--- src/rtl/tlk2711_pkg.sv ---
// Shared definitions for the TLK2711 receive link controller.
//   K_COMMA/K_SOF/K_EOF/K_IDLE : control codes, recognised only with rx_k == 2'b01
//   K_LSB                      : rx_k pattern marking a control code in the LSB byte
//   state_e                    : link controller states
//   CNT_W                      : width of the saturating statistics counters
package tlk2711_pkg;

  localparam int CNT_W = 16;

  localparam logic [15:0] K_COMMA = 16'h00BC;
  localparam logic [15:0] K_SOF   = 16'h00FB;
  localparam logic [15:0] K_EOF   = 16'h00FD;
  localparam logic [15:0] K_IDLE  = 16'h00F7;

  localparam logic [1:0]  K_LSB   = 2'b01;

  typedef enum logic [1:0] {
    ST_FLUSH  = 2'd0,
    ST_HUNT   = 2'd1,
    ST_LOCKED = 2'd2,
    ST_FRAME  = 2'd3
  } state_e;

endpackage

--- src/rtl/tlk2711_rx_sync_det.sv ---
// Comma-run lock detector and bad-word-run loss detector.
// Ports:
//   clk, rst_n : clock, asynchronous active-low reset
//   hunt_i     : controller is hunting for lock (comma counter enabled)
//   track_i    : controller is locked (loss counter enabled)
//   valid_i    : current input word is valid
//   comma_i    : current word is an error-free COMMA
//   bad_i      : current word is classified bad
//   lock_o     : combinational pulse, this word completes the comma run
//   loss_o     : combinational pulse, this word completes the bad-word run
module tlk2711_rx_sync_det
  import tlk2711_pkg::*;
#(
  parameter int LOCK_CNT = 4,
  parameter int LOSS_CNT = 8
) (
  input  logic clk,
  input  logic rst_n,
  input  logic hunt_i,
  input  logic track_i,
  input  logic valid_i,
  input  logic comma_i,
  input  logic bad_i,
  output logic lock_o,
  output logic loss_o
);

  localparam int LK_W = (LOCK_CNT > 1) ? $clog2(LOCK_CNT) : 1;
  localparam int LS_W = (LOSS_CNT > 1) ? $clog2(LOSS_CNT) : 1;

  logic [LK_W-1:0] comma_cnt_q, comma_cnt_d;
  logic [LS_W-1:0] loss_cnt_q, loss_cnt_d;

  // Pulses fire on the word that completes the run so the controller can
  // change state on the same clock edge that samples it.
  assign lock_o = hunt_i && valid_i && comma_i &&
                  (comma_cnt_q == LK_W'(LOCK_CNT - 1));
  assign loss_o = track_i && valid_i && bad_i &&
                  (loss_cnt_q == LS_W'(LOSS_CNT - 1));

  always_comb begin
    comma_cnt_d = comma_cnt_q;
    if (!hunt_i) begin
      comma_cnt_d = '0;
    end else if (valid_i) begin
      if (comma_i && !lock_o) comma_cnt_d = comma_cnt_q + 1'b1;
      else                    comma_cnt_d = '0;
    end

    loss_cnt_d = loss_cnt_q;
    if (!track_i) begin
      loss_cnt_d = '0;
    end else if (valid_i) begin
      if (bad_i && !loss_o) loss_cnt_d = loss_cnt_q + 1'b1;
      else                  loss_cnt_d = '0;
    end
  end

  always_ff @(posedge clk or negedge rst_n) begin
    if (!rst_n) begin
      comma_cnt_q <= '0;
      loss_cnt_q  <= '0;
    end else begin
      comma_cnt_q <= comma_cnt_d;
      loss_cnt_q  <= loss_cnt_d;
    end
  end

endmodule

--- src/rtl/tlk2711_rx_link_ctrl.sv ---
// TLK2711 receive link controller: flushes the RX CDC FIFO, hunts for comma
// lock, tracks link loss and extracts SOF/EOF delimited payload frames.
// Optional build macro: TLK2711_RX_LEN_CHECK_EN adds a payload length limit of
// MAX_LEN words per frame; without it frames are unbounded.
// Ports:
//   clk, rst_n               : clock (FIFO read side), asynchronous active-low reset
//   i_rx_valid               : FIFO output word valid
//   i_rx_data, i_rx_k        : received word and K flags (bit1 = MSB byte)
//   i_rx_err                 : code error for this word
//   o_soft_rst               : soft reset to the CDC FIFO
//   o_locked                 : link lock status
//   o_data/o_valid/o_sof/o_eof : payload stream (registered)
//   o_frame_cnt, o_err_cnt   : saturating statistics counters
module tlk2711_rx_link_ctrl
  import tlk2711_pkg::*;
#(
  parameter int DATAWIDTH = 16,
  parameter int LOCK_CNT  = 4,
  parameter int LOSS_CNT  = 8,
  parameter int RST_HOLD  = 16,
  parameter int MAX_LEN   = 1024
) (
  input  logic                 clk,
  input  logic                 rst_n,
  input  logic                 i_rx_valid,
  input  logic [DATAWIDTH-1:0] i_rx_data,
  input  logic [1:0]           i_rx_k,
  input  logic                 i_rx_err,
  output logic                 o_soft_rst,
  output logic                 o_locked,
  output logic [DATAWIDTH-1:0] o_data,
  output logic                 o_valid,
  output logic                 o_sof,
  output logic                 o_eof,
  output logic [CNT_W-1:0]     o_frame_cnt,
  output logic [CNT_W-1:0]     o_err_cnt
);

  localparam int FL_W = (RST_HOLD > 1) ? $clog2(RST_HOLD) : 1;

  if (MAX_LEN < 1) begin : g_bad_max_len
    $error("MAX_LEN must be at least 1");
  end

  function automatic logic [CNT_W-1:0] sat_inc(input logic [CNT_W-1:0] v,
                                               input logic inc);
    if (inc && (v != {CNT_W{1'b1}})) return v + 1'b1;
    return v;
  endfunction

  // Word classification
  logic m_comma, m_sof, m_eof, m_idle, m_known;
  logic w_bad, w_comma, w_sof, w_eof, w_data;

  always_comb begin
    m_comma = (i_rx_k == K_LSB) && (i_rx_data == DATAWIDTH'(K_COMMA));
    m_sof   = (i_rx_k == K_LSB) && (i_rx_data == DATAWIDTH'(K_SOF));
    m_eof   = (i_rx_k == K_LSB) && (i_rx_data == DATAWIDTH'(K_EOF));
    m_idle  = (i_rx_k == K_LSB) && (i_rx_data == DATAWIDTH'(K_IDLE));
    m_known = m_comma || m_sof || m_eof || m_idle;
    w_bad   = i_rx_err || ((i_rx_k != 2'b00) && !m_known);
    w_comma = m_comma && !w_bad;
    w_sof   = m_sof   && !w_bad;
    w_eof   = m_eof   && !w_bad;
    w_data  = (i_rx_k == 2'b00) && !w_bad;
  end

  state_e               state_q, state_d;
  logic [FL_W-1:0]      flush_cnt_q, flush_cnt_d;
  logic                 soft_rst_q, soft_rst_d;
  logic                 locked_q, locked_d;
  logic [DATAWIDTH-1:0] buf_q;
  logic                 buf_vld_q, buf_vld_d;
  logic                 buf_sof_q, buf_sof_d;
  logic                 first_q, first_d;
  logic [DATAWIDTH-1:0] data_q, data_d;
  logic                 valid_q, valid_d;
  logic                 sof_q, sof_d;
  logic                 eof_q, eof_d;
  logic [CNT_W-1:0]     frame_cnt_q, frame_cnt_d;
  logic [CNT_W-1:0]     err_cnt_q, err_cnt_d;
`ifdef TLK2711_RX_LEN_CHECK_EN
  localparam int LEN_W = (MAX_LEN > 1) ? $clog2(MAX_LEN) : 1;
  logic [LEN_W-1:0]     len_q, len_d;
  logic                 drop_q, drop_d;
`endif

  logic lock_pulse, loss_pulse;
  logic store, emit, emit_eof, err_inc, frame_inc;

  tlk2711_rx_sync_det #(
    .LOCK_CNT (LOCK_CNT),
    .LOSS_CNT (LOSS_CNT)
  ) u_sync_det (
    .clk     (clk),
    .rst_n   (rst_n),
    .hunt_i  (state_q == ST_HUNT),
    .track_i ((state_q == ST_LOCKED) || (state_q == ST_FRAME)),
    .valid_i (i_rx_valid),
    .comma_i (w_comma),
    .bad_i   (w_bad),
    .lock_o  (lock_pulse),
    .loss_o  (loss_pulse)
  );

  always_comb begin
    state_d     = state_q;
    flush_cnt_d = flush_cnt_q;
    soft_rst_d  = soft_rst_q;
    locked_d    = locked_q;
    buf_vld_d   = buf_vld_q;
    buf_sof_d   = buf_sof_q;
    first_d     = first_q;
    data_d      = data_q;
    valid_d     = 1'b0;
    sof_d       = 1'b0;
    eof_d       = 1'b0;
    store       = 1'b0;
    emit        = 1'b0;
    emit_eof    = 1'b0;
    err_inc     = 1'b0;
    frame_inc   = 1'b0;
`ifdef TLK2711_RX_LEN_CHECK_EN
    len_d       = len_q;
    drop_d      = drop_q;
`endif

    case (state_q)
      ST_FLUSH: begin
        // The hold counts every cycle regardless of input activity.
        if (flush_cnt_q == FL_W'(RST_HOLD - 1)) begin
          state_d     = ST_HUNT;
          soft_rst_d  = 1'b0;
          flush_cnt_d = '0;
        end else begin
          flush_cnt_d = flush_cnt_q + 1'b1;
        end
      end

      ST_HUNT: begin
        if (lock_pulse) begin
          state_d  = ST_LOCKED;
          locked_d = 1'b1;
        end
      end

      ST_LOCKED: begin
        // A word left buffered by a length-limit close is released here.
        if (buf_vld_q) begin
          emit     = 1'b1;
          emit_eof = 1'b1;
        end
        if (i_rx_valid) begin
          if (w_bad) begin
            err_inc = 1'b1;
          end else if (w_sof) begin
            state_d = ST_FRAME;
            first_d = 1'b1;
`ifdef TLK2711_RX_LEN_CHECK_EN
            len_d   = '0;
            drop_d  = 1'b0;
`endif
          end else if (w_eof) begin
            err_inc = 1'b1;
          end else if (w_data) begin
`ifdef TLK2711_RX_LEN_CHECK_EN
            err_inc = !drop_q;
`else
            err_inc = 1'b1;
`endif
          end
        end
      end

      ST_FRAME: begin
        if (i_rx_valid) begin
          if (w_bad) begin
            err_inc = 1'b1;
          end else if (w_data) begin
            // Hold the newest word back so a following EOF can tag it.
            emit      = buf_vld_q;
            store     = 1'b1;
            buf_vld_d = 1'b1;
            buf_sof_d = first_q;
            first_d   = 1'b0;
`ifdef TLK2711_RX_LEN_CHECK_EN
            if (len_q == LEN_W'(MAX_LEN - 1)) begin
              err_inc = 1'b1;
              state_d = ST_LOCKED;
              drop_d  = 1'b1;
            end else begin
              len_d = len_q + 1'b1;
            end
`endif
          end else if (w_eof) begin
            if (buf_vld_q) begin
              emit      = 1'b1;
              emit_eof  = 1'b1;
              frame_inc = 1'b1;
            end else begin
              err_inc = 1'b1;
            end
            state_d = ST_LOCKED;
          end else if (w_sof) begin
            // Close the running frame on its last word and restart.
            if (buf_vld_q) begin
              emit      = 1'b1;
              emit_eof  = 1'b1;
              frame_inc = 1'b1;
            end
            err_inc = 1'b1;
            first_d = 1'b1;
`ifdef TLK2711_RX_LEN_CHECK_EN
            len_d   = '0;
`endif
          end
        end
      end

      default: state_d = ST_FLUSH;
    endcase

    if (loss_pulse) begin
      if (buf_vld_q) begin
        emit     = 1'b1;
        emit_eof = 1'b1;
      end
      state_d     = ST_FLUSH;
      locked_d    = 1'b0;
      soft_rst_d  = 1'b1;
      flush_cnt_d = '0;
      first_d     = 1'b0;
`ifdef TLK2711_RX_LEN_CHECK_EN
      drop_d      = 1'b0;
`endif
    end

    if (emit) begin
      valid_d = 1'b1;
      data_d  = buf_q;
      sof_d   = buf_sof_q;
      eof_d   = emit_eof;
      if (!store) buf_vld_d = 1'b0;
    end

    frame_cnt_d = sat_inc(frame_cnt_q, frame_inc);
    err_cnt_d   = sat_inc(err_cnt_q, err_inc);
  end

  always_ff @(posedge clk or negedge rst_n) begin
    if (!rst_n) begin
      state_q     <= ST_FLUSH;
      flush_cnt_q <= '0;
      soft_rst_q  <= 1'b1;
      locked_q    <= 1'b0;
      buf_vld_q   <= 1'b0;
      buf_sof_q   <= 1'b0;
      first_q     <= 1'b0;
      data_q      <= '0;
      valid_q     <= 1'b0;
      sof_q       <= 1'b0;
      eof_q       <= 1'b0;
      frame_cnt_q <= '0;
      err_cnt_q   <= '0;
`ifdef TLK2711_RX_LEN_CHECK_EN
      len_q       <= '0;
      drop_q      <= 1'b0;
`endif
    end else begin
      state_q     <= state_d;
      flush_cnt_q <= flush_cnt_d;
      soft_rst_q  <= soft_rst_d;
      locked_q    <= locked_d;
      buf_vld_q   <= buf_vld_d;
      buf_sof_q   <= buf_sof_d;
      first_q     <= first_d;
      data_q      <= data_d;
      valid_q     <= valid_d;
      sof_q       <= sof_d;
      eof_q       <= eof_d;
      frame_cnt_q <= frame_cnt_d;
      err_cnt_q   <= err_cnt_d;
`ifdef TLK2711_RX_LEN_CHECK_EN
      len_q       <= len_d;
      drop_q      <= drop_d;
`endif
    end
  end

  // Payload holding register: data only, qualified by buf_vld_q.
  always_ff @(posedge clk) begin
    if (store) buf_q <= i_rx_data;
  end

  assign o_soft_rst  = soft_rst_q;
  assign o_locked    = locked_q;
  assign o_data      = data_q;
  assign o_valid     = valid_q;
  assign o_sof       = sof_q;
  assign o_eof       = eof_q;
  assign o_frame_cnt = frame_cnt_q;
  assign o_err_cnt   = err_cnt_q;

endmodule
--- config.mk ---
export PLATFORM = sky130hd
export DESIGN_NAME = tlk2711_rx_link_ctrl
export DESIGN_NICKNAME = d
export VERILOG_FILES = /design/src/rtl/tlk2711_pkg.sv /design/src/rtl/tlk2711_rx_sync_det.sv /design/src/rtl/tlk2711_rx_link_ctrl.sv
export SDC_FILE = /design/constraint.sdc
export NUM_CORES = 1
export LEC_CHECK = 0
export ABC_AREA = 0
export CAP_MARGIN = 20
export CORE_UTILIZATION = 56
export CTS_CLUSTER_DIAMETER = 200
export DETAILED_ROUTE_END_ITERATION = 16
export PLACE_DENSITY = 0.84
export SLEW_MARGIN = 20
export SYNTH_ARGS = -nofsm -noshare
export SYNTH_HDL_FRONTEND = slang
export SYNTH_SLANG_ARGS = --single-unit
--- constraint.sdc ---
create_clock -name clk -period 4.8 [get_ports clk]
set_input_delay 0.48 -clock clk [delete_from_list [all_inputs] [get_ports clk]]
set_output_delay 0.48 -clock clk [all_outputs]
set_load 0.02 [all_outputs]
======== After elaboration in Yosys (flattened, before gate mapping) ========
Index checks and enable logic that the tools add are counted.
W data, S select, Z words.
word-level totals
  register bits ........................... 83
  output and inout bits ................... 53
  logic and storage cells ................. 167
operators by class
  add/subtract/negate cells ............... 5
  equality and inequality tests ........... 25
  mux-type cells .......................... 79
  bitwise gates (word level) .............. 1
  reductions and logical operators ........ 41
operator list
  cell                     number
  $eq A16 B8 Y1 const B    4
  $mux W1                  53
  $add A16 B1 Y16 const B  2
  $mux W16                 2
  $ne A16 B16 Y1 const B   2
  $mux W2                  13
  $logic_and A1 B1 Y1      19
  $ne A3 B2 Y1 const B     6
  $mux W4                  3
  $reduce_bool A2 Y1       5
  $mux W3                  3
  $ne A3 B3 Y1 const B     3
  $reduce_and A9 Y1        1
  $pmux W1 S2              4
  $pmux W2 S4              1
  $eq A2 B2 Y1 const B     3
  $reduce_and A6 Y1        1
  $logic_or A1 B1 Y1       5
  $add A4 B1 Y4 const B    1
  $eq A2 B1 Y1 const B     2
  $eq A4 B4 Y1 const B     1
  $logic_not A1 Y1         4
  $logic_not A2 Y1         2
  $ne A2 B2 Y1 const B     2
  8 further kinds          9

======== Depth between registers and ports, before layout ========
Gate-level depths: netlist of run 1.
  depth after elaboration ................. 19
  depth in mapped cells ................... 9
  gate-level depth less buffers ........... 7

======== By module ========
A second synthesis of run 1 with hierarchy kept.
second synthesis, totals
  cell total of the unflattened synthesis .. 314
  area total of the unflattened synthesis .. 3797.4 µm²
modules (own cells, without submodules)
  module                times used  cells an instance  area an instance (µm²)  seq. area each (µm²)
  tlk2711_rx_link_ctrl  1           288                3479.6                  2033.2
  tlk2711_rx_sync_det   1           26                 317.8                   125.1

======== Worst setup path before layout of run 1 ========
OpenSTA, ideal clock, no wires.
  path kind ............................... input port to flip-flop
  start point ............................. input port i_rx_data[9]
  end point ............................... register data_q[10], in the netlist o_data[10]
  library setup time ...................... 125 ps
  data arrival time ....................... 2173 ps
  slack ................................... 2502 ps
  stages .................................. 7
  cells stage by stage .................... nor4_4 -> nand3_2 -> nor4_2 -> a2bb2oi_2 -> o22ai_4 -> buf_12 -> mux2_4
on the way
  word-level cells in the longest chain between the ends .. 18
  elaborated cells on any way between the ends .. 28
  classes of those cells .................. eq/ne: 4; mux: 8; reduce/logical: 16
ends and longest elaborated chain
  item                                    line                                                                                text
  start: declaration                      tlk2711_rx_link_ctrl.sv:26                                                          input logic [DATAWIDTH-1:0] i_rx_data,
  $eq A16 B8 Y1 (on tied branches)        tlk2711_rx_link_ctrl.sv:56, tlk2711_rx_link_ctrl.sv:57
  $logic_and A1 B1 Y1 (on tied branches)  tlk2711_rx_link_ctrl.sv:56, tlk2711_rx_link_ctrl.sv:57
  $logic_or A1 B1 Y1 (3 in series)        tlk2711_rx_link_ctrl.sv:60                                                          m_known = m_comma || m_sof || m_eof || m_idle;
  $logic_not A1 Y1                        tlk2711_rx_link_ctrl.sv:61                                                          w_bad = i_rx_err || ((i_rx_k != 2'b00) && !m_known);
  $logic_and A1 B1 Y1                     tlk2711_rx_link_ctrl.sv:61
  $logic_or A1 B1 Y1                      tlk2711_rx_link_ctrl.sv:61
  $logic_not A1 Y1                        tlk2711_rx_link_ctrl.sv:63, tlk2711_rx_link_ctrl.sv:64, tlk2711_rx_link_ctrl.sv:65
  $logic_and A1 B1 Y1                     tlk2711_rx_link_ctrl.sv:63                                                          w_sof = m_sof && !w_bad;
  $mux W1                                 tlk2711_rx_link_ctrl.sv:204                                                         end else if (w_sof) begin
  $mux W1                                 tlk2711_rx_link_ctrl.sv:195                                                         end else if (w_eof) begin
  $mux W1                                 tlk2711_rx_link_ctrl.sv:179                                                         end else if (w_data) begin
  $mux W1                                 tlk2711_rx_link_ctrl.sv:177                                                         if (w_bad) begin
  $mux W1                                 tlk2711_rx_link_ctrl.sv:176                                                         if (i_rx_valid) begin
  $pmux W1 S2                             tlk2711_rx_link_ctrl.sv:128                                                         case (state_q)
  $mux W1                                 tlk2711_rx_link_ctrl.sv:224                                                         if (buf_vld_q) begin
  $mux W1 *                               tlk2711_rx_link_ctrl.sv:223                                                         if (loss_pulse) begin
  named net emit                          tlk2711_rx_link_ctrl.sv:89                                                          logic store, emit, emit_eof, err_inc, frame_inc;
  end signal: assignment                  tlk2711_rx_link_ctrl.sv:277                                                         data_q <= data_d;
  end: declaration                        tlk2711_rx_link_ctrl.sv:76                                                          logic [DATAWIDTH-1:0] data_q, data_d;
Mark *: on every way through the listed nets, which the timed path passes. The rest lies on a longest branch.
A chain may end at the register's enable or synchronous reset.

======== Final worst setup path of run 1 ========
  start point ............................. input port i_rx_valid
  end point ............................... register data_q[1], in the netlist o_data[1]
on the way
  word-level cells in the longest chain between the ends .. 4
  elaborated cells on any way between the ends .. 7
  classes of those cells .................. mux: 4; reduce/logical: 3
ends and longest elaborated chain
  item                                                       line                                                    text
  start: declaration                                         tlk2711_rx_link_ctrl.sv:25                              input logic i_rx_valid,
  $mux W1 / $logic_and A1 B1 Y1 (equally long branches)      tlk2711_rx_link_ctrl.sv:176, tlk2711_rx_sync_det.sv:38
  $pmux W1 S2 / $logic_and A1 B1 Y1 (equally long branches)  tlk2711_rx_link_ctrl.sv:128, tlk2711_rx_sync_det.sv:38
  $mux W1 / $logic_and A1 B1 Y1 (equally long branches)      tlk2711_rx_link_ctrl.sv:224, tlk2711_rx_sync_det.sv:38
  $mux W1 *                                                  tlk2711_rx_link_ctrl.sv:223
Every way passes the cells marked *; elsewhere a longest branch is shown, timed or not.

==> flow_summary.ini, run 1 <==
[status]
status = completed

[critical_path]
startpoint_type = primary input
critical-path-max-stage-delay_ns = 0.76
reg2reg_depth = 6
cp_slowest_cell = clkdlybuf4s50_1
path_cells = clkdlybuf4s50_1 > and2_1 > nand2_1 > or2_2 > a2bb2oi_1 > o22ai_4 > mux2_2
critPathKind = in2reg
arrival_ns = 3.17
crit_path_end_kind = flop
crit_fanout = 18
crit_required_ns = 5.04

[synth]
yosysUniqueCellTypes = 57
synthSimpleGateAreaFrac_pct = 18.9
yosys-mux-area-fraction_pct = 7.35
synth_area_per_cell_um2 = 12.3
synth_nets = 346
synth_xor_area_share_pct = 6.71
netlist.top_cell.by_area = dfrtp_1
synth_area_um2 = 3920
synth_compound_area_share_pct = 7.73
yosysMostFrequentCell = dfrtp_1
netlist_top_cells_count = dfrtp_1, xnor2_1, nand2_1, nand3_1, edfxtp_1
synth_fa_ha_area_share_pct = 1.92
syn_inst = 318
synth.top_cells.by_area = dfrtp_1, edfxtp_1, xnor2_1, mux2_2, mux2_4
synthArstFlopShare_pct = 80.7
synth_seq_cells = 83
ys_warn_count = 0
synth_top_cell_area_share_pct = 42.2
synth_edf_count = 16
synthFlopType = dfrtp_1
ys_seq_area_share_pct = 55.1
synth_top_family_by_area = simple AND/OR/NAND/NOR gates

[sta]
tightest_slew_ns = 0.884
setup_viol = 0
period_minus_slack_ns = 2.93
hold_viol = 0
skew_ns = 0.0101
maxSlewHeadroom_pct = 40.6
slew_violations = 0
finalSetupTns_ns = 0
grt_setup_unrepaired = false
min_period_over_period_pct = 61.1
fmax_ghz = 0.341

[floorplan]
die_w_um = 85.6
dieArea_um2 = 7330
die_h_um = 85.6
io-pin-count = 75
start_util_pct = 58.0
rows = 30
coreArea_um2 = 6760

[grt]
grt_pass1_vias = 2706
grt_max_degree = 68
grt.overflow.total = 0
antenna_found_initial = 0
grt_pass1_wl_um = 13000
grt_use_total_pct = 23.0

[flow_run]
cap_viol_max_count = 0

[route]
drc_errors = 0
wl_um = 7830
avgViaCountPerCell = 5.85
ant_nets = 0
wire_per_inst_um = 16.4
num_vias = 2797
drt_pass1_iterations = 6
drt_iter0_markers = 167

[power_and_ir_drop]
p_leak_nw = 2.00
power.density_nw_per_um2 = 247
max-vdd-ir-drop_v = 0.000134
finalPower_mw = 1.20

[cts]
cts_buffer_depth = 2
cts_resized = 0
cts_tree = yes
clkLatencyLatePin_ns = 0.35
cts_root_buffer = clkbuf_8
cts_hold_buf = 0
cts_buffers = 9
cts-htree-levels = 3
clock-sinks = 83
post_cts_buffers = 0
clk_pin_slew_ns = 0.09

[placed_design]
port_buffers = 74
hpwl_um = 5430
gp_congestion = 0.860

[finish]
finalNetCount = 421
layout-drive-gt1-share_pct = 13.6
diodes = 0
syn2layout_area_growth_pct = 24.1

[hold_path]
hold_class = in2async
[critical path: cells and delay by family]
kind	cells	cell delay (ns)
buffers and inverters	1	0.76
AOI/OAI and AO/OA	2	0.80
and+or+nand+nor	3	0.71
muxes	1	0.41
[cell type report]
class | instances | area, µm²
inverters | 4 | 15.0
clock inverters | 7 | 45.0
clock buffers | 9 | 124
repair buffers | 76 | 751
fillers | 463 | 1900
multi-input cells | 219 | 1670
flip-flops and latches | 83 | 2160
well taps | 80 | 100
[logic make-up after synthesis]
logic type      Yosys count
compound gates           37
xor+xnor                 30
fa+ha+maj                 6
buf+inv                  16
flops                    83
mux                      23
simple gates            123
[where the power goes]
| group | internal (mW) | switching, mW | total, mW |
|---|---|---|---|
| clock network | 0.185 | 0.250 | 0.434 |
| logic | 0.0209 | 0.0277 | 0.0486 |
| registers | 0.717 | 0.00000129 | 0.717 |
[placed cells by master (no fill, tap or decap), types with 4 or more instances in the layout]
cell type,Yosys,routed
nand3_1,18,18
and2_1,7,7
inv_1,4,4
mux2_4,8,8
dfrtp_1,66,66
o21ai_0,7,7
nand2b_1,5,5
and3_1,13,13
and4_1,6,6
clkbuf_8,0,9
nor2_1,13,13
a21oi_1,9,9
mux2_2,11,11
a31oi_1,4,4
nand4_1,15,15
xnor2_1,26,26
xor2_1,4,4
ha_1,6,6
clkdlybuf4s50_1,0,73
nand2_1,20,20
nor3_1,4,4
edfxtp_1,16,16
[registers in the layout, indices dropped and copies added (netlist names)]
| name | flops |
|---|---|
| buf_vld_q | 1 |
| o_err_cnt | 16 |
| flush_cnt_q | 4 |
| state_q | 2 |
| o_data | 16 |
| buf_q | 16 |
| o_eof | 1 |
| u_sync_det.loss_cnt_q | 3 |
| buf_sof_q | 1 |
| first_q | 1 |
| o_valid | 1 |
| o_locked | 1 |
| o_frame_cnt | 16 |
| o_sof | 1 |
| o_soft_rst | 1 |
| u_sync_det.comma_cnt_q | 2 |
[metal layers]
| layer | share of wire [%] | global-route usage [%] |
|---|---|---|
| met1 | 45 | 31.7 |
| met2 | 48 | 35.8 |
| met3 | 3.7 | 3.85 |
| met4 | 2.8 | 11.4 |
| met5 | 0 | 0 |
[per-stage QoR]
step / worst slack [ns] / hold WS (ns) / std cells / instance area (µm²) / utilization [%]
after floorplan: 2.50 / 0.184 / 318 / 3920 / -
after detailed placement: 1.51 / 0.462 / 462 / 4690 / 69.4
after global placement: 1.63 / 0.456 / 462 / 4690 / 69.4
after global routing: 1.72 / 0.393 / 478 / 4860 / 71.9
after CTS: 1.88 / 0.331 / 478 / 4860 / 71.9
final: 1.87 / 0.296 / 478 / 4860 / 71.9
[final timing paths]
kind	endpoint	slack [ns]	start
worst max-delay path	o_data[1]	1.87	i_rx_valid
max in group asynchronous	buf_sof_q	3.96	rst_n
worst max register to register	o_data[1]	2.22	state_q[1]
worst min register to register	o_data[3]	0.48	buf_q[3]
min in group clk	o_data[3]	0.48	buf_q[3]
worst min-delay path	o_err_cnt[7]	0.30	rst_n
No activity file was read; power rests on OpenSTA's default activity.
==> run 2: changes to the inputs <==
--- a/config.mk
+++ b/config.mk
@@ -7,10 +7,10 @@
 export LEC_CHECK = 0
 export ABC_AREA = 0
 export CAP_MARGIN = 20
-export CORE_UTILIZATION = 56
+export CORE_UTILIZATION = 52
 export CTS_CLUSTER_DIAMETER = 200
 export DETAILED_ROUTE_END_ITERATION = 16
-export PLACE_DENSITY = 0.84
+export PLACE_DENSITY = 0.79
 export SLEW_MARGIN = 20
 export SYNTH_ARGS = -nofsm -noshare
 export SYNTH_HDL_FRONTEND = slang
==> constraint.sdc (replaced) <==
create_clock -name clk -period 2.74 [get_ports clk]
set_input_delay 0.274 -clock clk [delete_from_list [all_inputs] [get_ports clk]]
set_output_delay 0.274 -clock clk [all_outputs]
set_load 0.02 [all_outputs]
==> run 2 against run 1 <==
  * Hold slack improved by 0.11 ns
  * Via count rose by 2.8%
  * Critical path depth did not move
  * Worst setup slack got worse by 1.5 ns
  * Power rose by 77%
  * Die area rose by 7.5%
  * First-iteration DRC count fell by 25%
  * Final area rose by 3.8%
  * Cell count rose by 7.9%
  * Register-to-register slack got worse by 1.8 ns
  * Highest routed layer unchanged
==> flow_summary.ini, run 2 (same netlist as run 1, synthesis figures left out) <==
[critical_path]
startpoint_type = flop
crit_path_end_kind = flop
r2r_slack_ns = 0.39
critPathKind = reg2reg
arrival_ns = 2.58
crit_required_ns = 2.97
crit_fanout = 12

[finish]
fin_util_pct = 69.5
diodes = 0
layout-drive-gt1-share_pct = 17.0
final_common_cell = clkdlybuf4s50_1
fillers = 546
syn2layout_area_growth_pct = 28.8
layout_common_cells = clkdlybuf4s50_1, dfrtp_1, xnor2_1
finalNetCount = 440

[grt]
grt_pass1_wl_um = 13400
grt_max_degree = 27
antenna_found_initial = 0
grt.overflow.total = 0
grt_pass1_vias = 2739
grt_use_total_pct = 22.6

[power_and_ir_drop]
max-vdd-ir-drop_v = 0.000274
p_leak_nw = 2.10
finalPower_mw = 2.13
power.density_nw_per_um2 = 422

[cts]
cts_resized = 0
cts_buffers = 9
clock-sinks = 83
clk_pin_slew_ns = 0.09
cts_buffer_depth = 2
cts_tree = yes
clkLatencyLatePin_ns = 0.35
cts_root_buffer = clkbuf_8
cts-htree-levels = 3

[sta]
skew_ns = 0.0128
hold_viol = 0
finalSetupTns_ns = 0
grt_setup_unrepaired = false
slew_violations = 0
period_minus_slack_ns = 2.35
setup_viol = 0
maxSlewHeadroom_pct = 67.1
tightest_slew_ns = 0.493
fmax_ghz = 0.426
min_period_over_period_pct = 85.7

[placed_design]
port_buffers = 74
gp_congestion = 0.847
hpwl_um = 6050

[route]
avgViaCountPerCell = 5.57
drc_errors = 0
ant_nets = 0
wl_um = 8410
wire_per_inst_um = 16.3
drt_pass1_iterations = 4
num_vias = 2874
drt_iter0_markers = 126

[floorplan]
start_util_pct = 54.0
coreArea_um2 = 7250
io-pin-count = 75
dieArea_um2 = 7880
die_w_um = 88.8
rows = 31
die_h_um = 88.8

[flow_run]
cap_viol_max_count = 0

[hold_path]
hold_class = in2async

[status]
status = completed
run 2: changes by cell type in the layout (fill, tap and decap cells not counted), sizes merged:
cell,change
clkinvlp,-2
clkinv,+1
buf,+18
clkbuf,+1
dlygate4sd3,+1
run 2: area by class of cell:
cell class / count / area [µm²] / area share (%)
Inverter: 4 / 15.0 / 0.298
Multi-Input combinational cell: 219 / 1670 / 33.1
Tap cell: 99 / 124 / 2.46
Clock inverter: 6 / 42.5 / 0.843
Sequential cell: 83 / 2160 / 42.8
Timing Repair Buffer: 95 / 908 / 18.0
Clock buffer: 10 / 128 / 2.53
run 2: power breakdown:
group | switching, mW | internal (mW)
logic | 0.0527 | 0.0425
registers | 0.00000248 | 1.26
clock network | 0.446 | 0.330
run 2: stage by stage:
| step | std cells | cell area, µm² | hold slack (ns) | worst slack (ns) |
|---|---|---|---|---|
| after CTS | 516 | 5040 | 0.403 | 0.401 |
| final | 516 | 5040 | 0.406 | 0.391 |
| after detailed placement | 499 | 4860 | 0.262 | 0.0366 |
| after global routing | 516 | 5040 | 0.453 | 0.322 |
| after floorplan | 318 | 3920 | -0.0216 | 0.648 |
| after global placement | 499 | 4860 | 0.261 | 0.143 |
run 2: worst paths after layout:
| path | start | end | cells after the start |
|---|---|---|---|
| worst min-delay path | rst_n | o_data[0] | 2 |
| worst min register to register | buf_q[1] | o_data[1] | 1 |
| max in group asynchronous | rst_n | o_soft_rst | 3 |
| worst max register to register | state_q[1] | o_frame_cnt[12] | 7 |
| min in group clk | buf_q[1] | o_data[1] | 1 |
| worst max-delay path | state_q[1] | o_frame_cnt[12] | 7 |
run 2: layer usage:
metal / GRT usage, % / part of all wire, % / up-vias
met5: 0 / 0 / -
met4: 6.60 / 0.69 / 0
met3: 5.69 / 5.4 / 6
met2: 36.8 / 49 / 80
met1: 30.1 / 45 / 1430
li1: - / - / 1358
run 2: critical path, stage by stage, from the launching register on:
cell      delay, ns
dfrtp_1        0.57
nand2_1        0.22
nor4b_1        0.46
o2111a_1       0.34
and2_1         0.20
buf_4          0.17
nand4_1        0.11
xnor2_1        0.15
run 2: repair_timing:
item,4_1_cts,5_1_grt
hold buffers,1,0
endpoints found under the hold margin,20,0
setup buffers,0,0
